**src/rtl/mem_arbiter.sv**
```systemverilog
// rtl/mem_arbiter.sv - two-port arbiter (CPU/DMA) in front of a single-port synchronous RAM

module mem_arbiter #(
  parameter int ADDR_WIDTH   = 12,
  parameter int DATA_WIDTH   = 8,
  parameter int STARVE_LIMIT = 4
) (
  input  logic                  clk,
  input  logic                  reset_,
  input  logic                  req0,
  input  logic                  req1,
  input  logic                  we0,
  input  logic                  we1,
  input  logic [ADDR_WIDTH-1:0] addr0,
  input  logic [ADDR_WIDTH-1:0] addr1,
  input  logic [DATA_WIDTH-1:0] wdata0,
  input  logic [DATA_WIDTH-1:0] wdata1,
  output logic                  gnt0,
  output logic                  gnt1,
  output logic                  rvalid0,
  output logic                  rvalid1,
  output logic [DATA_WIDTH-1:0] rdata0,
  output logic [DATA_WIDTH-1:0] rdata1,
  output logic [ADDR_WIDTH-1:0] ram_addr,
  output logic [DATA_WIDTH-1:0] ram_din,
  output logic                  ram_we,
  input  logic [DATA_WIDTH-1:0] ram_dout,
  output logic                  busy
);

  typedef enum logic [1:0] {
    IDLE   = 2'd0,
    ACCESS = 2'd1,
    READ   = 2'd2
  } state_t;

  localparam logic [7:0] LIMIT = 8'(STARVE_LIMIT);

  state_t     state;
  logic       win;         // port that owns the access in flight (1 = DMA)
  logic [7:0] starve_cnt;  // CPU grants in a row while the DMA was waiting
  logic       pick1;

  // DMA wins when alone, or when the CPU has starved it for STARVE_LIMIT grants
  always_comb begin
    pick1 = req1 && (!req0 || (starve_cnt == LIMIT));
  end

  // Arbitration FSM; every output is registered here so pulses are glitch-free
  always_ff @(posedge clk or negedge reset_) begin
    if (!reset_) begin
      state      <= IDLE;
      win        <= 1'b0;
      starve_cnt <= 8'd0;
      gnt0       <= 1'b0;
      gnt1       <= 1'b0;
      rvalid0    <= 1'b0;
      rvalid1    <= 1'b0;
      rdata0     <= '0;
      rdata1     <= '0;
      ram_addr   <= '0;
      ram_din    <= '0;
      ram_we     <= 1'b0;
      busy       <= 1'b0;
    end else begin
      gnt0    <= 1'b0;
      gnt1    <= 1'b0;
      rvalid0 <= 1'b0;
      rvalid1 <= 1'b0;
      case (state)
        IDLE: begin
          if (!req1) begin
            starve_cnt <= 8'd0;
          end
          if (req0 || req1) begin
            win      <= pick1;
            gnt0     <= !pick1;
            gnt1     <= pick1;
            ram_addr <= pick1 ? addr1  : addr0;
            ram_din  <= pick1 ? wdata1 : wdata0;
            ram_we   <= pick1 ? we1    : we0;
            // a CPU win while the DMA waits can only happen below LIMIT, so this saturates
            if (pick1) begin
              starve_cnt <= 8'd0;
            end else if (req1 && (starve_cnt != LIMIT)) begin
              starve_cnt <= starve_cnt + 8'd1;
            end
            state <= ACCESS;
            busy  <= 1'b1;
          end
        end
        ACCESS: begin
          // the RAM samples address/data/we at this edge
          ram_we <= 1'b0;
          if (ram_we) begin
            state <= IDLE;
            busy  <= 1'b0;
          end else begin
            state <= READ;
          end
        end
        READ: begin
          if (win) begin
            rdata1  <= ram_dout;
            rvalid1 <= 1'b1;
          end else begin
            rdata0  <= ram_dout;
            rvalid0 <= 1'b1;
          end
          state <= IDLE;
          busy  <= 1'b0;
        end
        default: begin
          state  <= IDLE;
          ram_we <= 1'b0;
          busy   <= 1'b0;
        end
      endcase
    end
  end

endmodule

```
**config.mk**
```make
export PLATFORM = sky130hd
export DESIGN_NAME = mem_arbiter
export DESIGN_NICKNAME = d
export VERILOG_FILES = /design/src/rtl/mem_arbiter.sv
export SDC_FILE = /design/constraint.sdc
export NUM_CORES = 1
export LEC_CHECK = 0
export CAP_MARGIN = 20
export CORE_AREA = 2 2 75 77
export CTS_CLUSTER_SIZE = 14
export DETAILED_ROUTE_END_ITERATION = 10
export DIE_AREA = 0 0 77 79
export PLACE_DENSITY = 0.81
export SLEW_MARGIN = 20
export SYNTH_ARGS = -nofsm -noshare
export SYNTH_HDL_FRONTEND = slang
export SYNTH_SLANG_ARGS = --single-unit
```
**constraint.sdc**
```tcl
create_clock -name clk -period 3.9 [get_ports clk]
set_input_delay 0.78 -clock clk [delete_from_list [all_inputs] [get_ports clk]]
set_output_delay 0.78 -clock clk [all_outputs]
set_load 0.01 [all_outputs]
```
==> run summary <==
ROUTE
-------------------------------------------------------------------------------------
Routed WL per cell                                                            13.8 um
Starting DRC count in detailed routing                                             84
Aggregate routed wire length                                                  5.26 mm
DRC violations left                                                                 0
Routed Antenna Nets                                                                 0
Vias                                                                             1880
DRT Pass-1 Iters                                                                    4
Mean number of vias per cell                                                     4.93

POWER
-------------------------------------------------------------------------------------
Sum of internal, switching and leakage power                                  2.26 mW
Worst vdd rail ir drop                                                       0.392 mV
Pwr dens                                                                  655 nW/um^2
Leak pwr                                                                      1.57 nW

WORST SETUP PATH
-------------------------------------------------------------------------------------
Worst path required time                                                      4090 ps
Reg-to-reg slack, setup                                                       1760 ps
Critical-path cell list                                                  clkdlybuf4s50_1, and4bb_1, a22oi_4, buf_4, mux2i_1, a21oi_1
Critical Path Fanout Max                                                           13
Max stage delay cell, worst path                                         clkdlybuf4s50_1
R2R cell count                                                                      7
Crit end category                                                           flip-flop
WP data arrival                                                               2630 ps
Crit path largest cell delay                                                   530 ps
Endpoint of the lowest-slack register-to-register path                   ram_addr[2]$_DFFE_PN0P_
Setup Crit Path Kind                                                           in2reg
Worst setup SP type                                                      primary input
Critical R2R Launch                                                      starve_cnt[0]$_DFFE_PN0P_

STA
-------------------------------------------------------------------------------------
Unrepaired setup endpoints after global routing                                    no
Max Slew Vio Count                                                                  0
Setup clock skew after layout                                                 5.35 ps
Slew of the pin with the lowest slew margin                                    628 ps
Fraction of the cycle the final worst path needs                                62.6%
Setup TNS                                                                        0 ps
Maximum clock rate                                                          0.410 GHz
Max transition margin                                                           58.1%
Final setup violation count                                                         0
Number of hold-slack violations in the final timing report                          0
Crit path time final                                                          2440 ps

CLOCKING
-------------------------------------------------------------------------------------
H-Tree Level Count                                                                  2
CTS Root Buffer Type                                                         clkbuf_8
Worst skew pair latency                                                        310 ps
PostCTS Resize Cnt                                                                  0
Post-CTS setup-driven buffer insertion count                                        0
Clock tree from TritonCTS                                                       built
Clock Path Buffers                                                                  2
Number of buffers inserted for hold repair after clock tree synthesis               0
Num CTS Buffers                                                                     5
Clock sink count                                                                   53
Clock-pin slew on the worst setup and hold paths                               100 ps

YOSYS
-------------------------------------------------------------------------------------
Top cell type's share of synthesized area                                       56.5%
Primary FF master, synth                                                      dfrtp_1
Yosys cell types                                                                   36
Compound-cell area share of the yosys netlist                                   11.6%
Synthesized area per cell                                                   11.2 um^2
Share of synthesized area occupied by flip-flops and latches                    56.5%
Post-synth ARST share                                                            100%
Largest family of logic cells by synthesized area                        simple AND/OR/NAND/NOR gates
Flip-flop and latch count after synthesis                                          53
Synth Area in Simple Gates                                                      14.6%
Cell area after synthesis                                                   2350 um^2
Fraction of synthesized area in multiplexers                                    11.9%
Post-synthesis net count                                                          266
Post-synthesis xor/xnor area fraction                                          0.747%
Leading post-synthesis cells by cell area                                dfrtp_1 57%, mux2i_1 8.1%, nand2_1 4.8%
Cell accounting for the most synthesized area                                 dfrtp_1
Warnings from Yosys                                                                 0
Count of flip-flops with a built-in enable after synthesis                          0
Adder-cell share of the synthesized area                                        1.07%
Number of instances in the synthesized netlist                                    210

FLOORPLAN
-------------------------------------------------------------------------------------
Core region area                                                            5340 um^2
Die Footprint                                                               6080 um^2
Die width                                                                       77 um
Floorplan row count                                                                27
Top-level I/O count                                                                96
Die height                                                                      79 um
Initial cell density of the core                                                44.0%

CELLS AND AREA
-------------------------------------------------------------------------------------
Number of cells in the finished layout apart from fillers                         381
Post-layout net count                                                             364
Highest-count cells in the layout ignoring fill and taps                 94 x clkdlybuf4s50_1, 53 x dfrtp_1, 30 x nand2_1
Final antenna diode count                                                           0
Most frequent standard cell in the layout excluding fill and tap cells   clkdlybuf4s50_1
Share of post-route cells with drive strength above 1                           8.74%
Filler cell count in the final layout                                             446
Syn-to-layout area delta                                                        47.3%

MIN PATH
-------------------------------------------------------------------------------------
Worst min-delay path category                                                in2async

RUN STATUS
-------------------------------------------------------------------------------------
Status                                                                   finished clean

GRT
-------------------------------------------------------------------------------------
Via count of the first global-routing pass                                       1917
Congestion Overflow GR                                                              0
First-pass GRT wire length                                                    8.94 mm
Pin count of the biggest net entering global routing                               52
Global routing usage summed across all routing layers                           18.3%
Antenna violations before repair                                                    0

PLACEMENT
-------------------------------------------------------------------------------------
Detailed placer's ending HPWL                                                 3.86 mm
Port buffer count                                                                  95
Placed instance count                                                             373
Final estimated routing congestion in global placement                          0.794

FLOW RUN
-------------------------------------------------------------------------------------
Count of maximum capacitance violations                                             0

## sequential cells by signal (all words and copies together) (netlist names)
register,flops
busy,1
gnt0,1
gnt1,1
ram_addr,12
ram_din,8
ram_we,1
rdata0,8
rdata1,8
rvalid0,1
rvalid1,1
starve_cnt,8
state,2
win,1
## stage by stage
stage          hold WS (ps)  setup slack, ps  utilization (%)  cell area, um^2
2_1_floorplan           473             2060                -             2350
3_3_place_gp            456             1190             62.9             3360
3_5_place_dp            464             1130             62.9             3360
4_1_cts                 489             1480             64.7             3450
5_1_grt                 521             1390             64.7             3460
6_report                479             1460             64.7             3460
## cell usage after synthesis (2+ instances only)
| cell | count |
|---|---|
| dfrtp_1 | 53 |
| nand2_1 | 30 |
| nor2_1 | 22 |
| a21oi_1 | 20 |
| mux2i_1 | 19 |
| mux2_2 | 8 |
| inv_1 | 5 |
| o21ai_0 | 5 |
| and3_1 | 4 |
| buf_4 | 4 |
| a221o_1 | 3 |
| buf_2 | 3 |
| nand3_1 | 3 |
| o2bb2ai_1 | 3 |
| a311o_1 | 2 |
| ha_1 | 2 |
| nand2b_1 | 2 |
| nor3b_1 | 2 |
| or2_1 | 2 |
| xnor2_1 | 2 |
## report_power, final
| part | total (mW) | leakage, nW | internal (mW) | switching [mW] |
|---|---|---|---|---|
| sequential | 0.911 | 0.642 | 0.777 | 0.134 |
| combinational | 1.03 | 0.880 | 0.582 | 0.449 |
| clock | 0.322 | 0.0447 | 0.130 | 0.192 |
## critical path, delay by kind of cell
| kind | cells | cell delay (ps) |
|---|---|---|
| buffers and inverters | 2 | 850 |
| AOI/OAI and AO/OA | 2 | 480 |
| muxes | 1 | 220 |
| and+or+nand+nor | 1 | 280 |
## cell type report
type,count,area (um^2),share of cell area (%)
timing repair buffer,100,986,28.5
multi-input combinational,142,937,27.1
inverter,6,22.5,0.652
tap,72,90.1,2.61
sequential,53,1330,38.4
clock inverter,3,25.0,0.724
clock buffer,5,68.8,1.99
## kinds of logic after synthesis
| group | after synthesis |
|---|---|
| buffers and inverters | 15 |
| XOR/XNOR | 2 |
| multiplexers | 27 |
| AO/OA/AOI/OAI | 40 |
| AND/OR/NAND/NOR | 71 |
| flip-flops | 53 |
| adder cells (fa/ha/maj) | 2 |
## per-layer routing
layer / track usage (%) / routed length (um) / vias up
li1: - / - / 922
met1: 22.3 / 2210 / 888
met2: 31.5 / 2620 / 62
met3: 5.80 / 355 / 8
met4: 5.36 / 68 / 0
met5: 0 / 0 / -
## worst max-delay path by stage
stage | start | end | slack [ps] | cells past startpoint
2_1_floorplan | req0 | ram_addr[10]$_DFFE_PN0P_ | 2060 | 7
3_3_place_gp | req1 | ram_addr[3]$_DFFE_PN0P_ | 1190 | 6
3_5_place_dp | req1 | ram_addr[5]$_DFFE_PN0P_ | 1130 | 6
4_1_cts | req1 | ram_din[6]$_DFFE_PN0P_ | 1480 | 6
5_1_grt | req1 | ram_addr[1]$_DFFE_PN0P_ | 1390 | 6
6_report | req1 | ram_addr[2]$_DFFE_PN0P_ | 1460 | 6
Power figures use the tool's default switching activity.
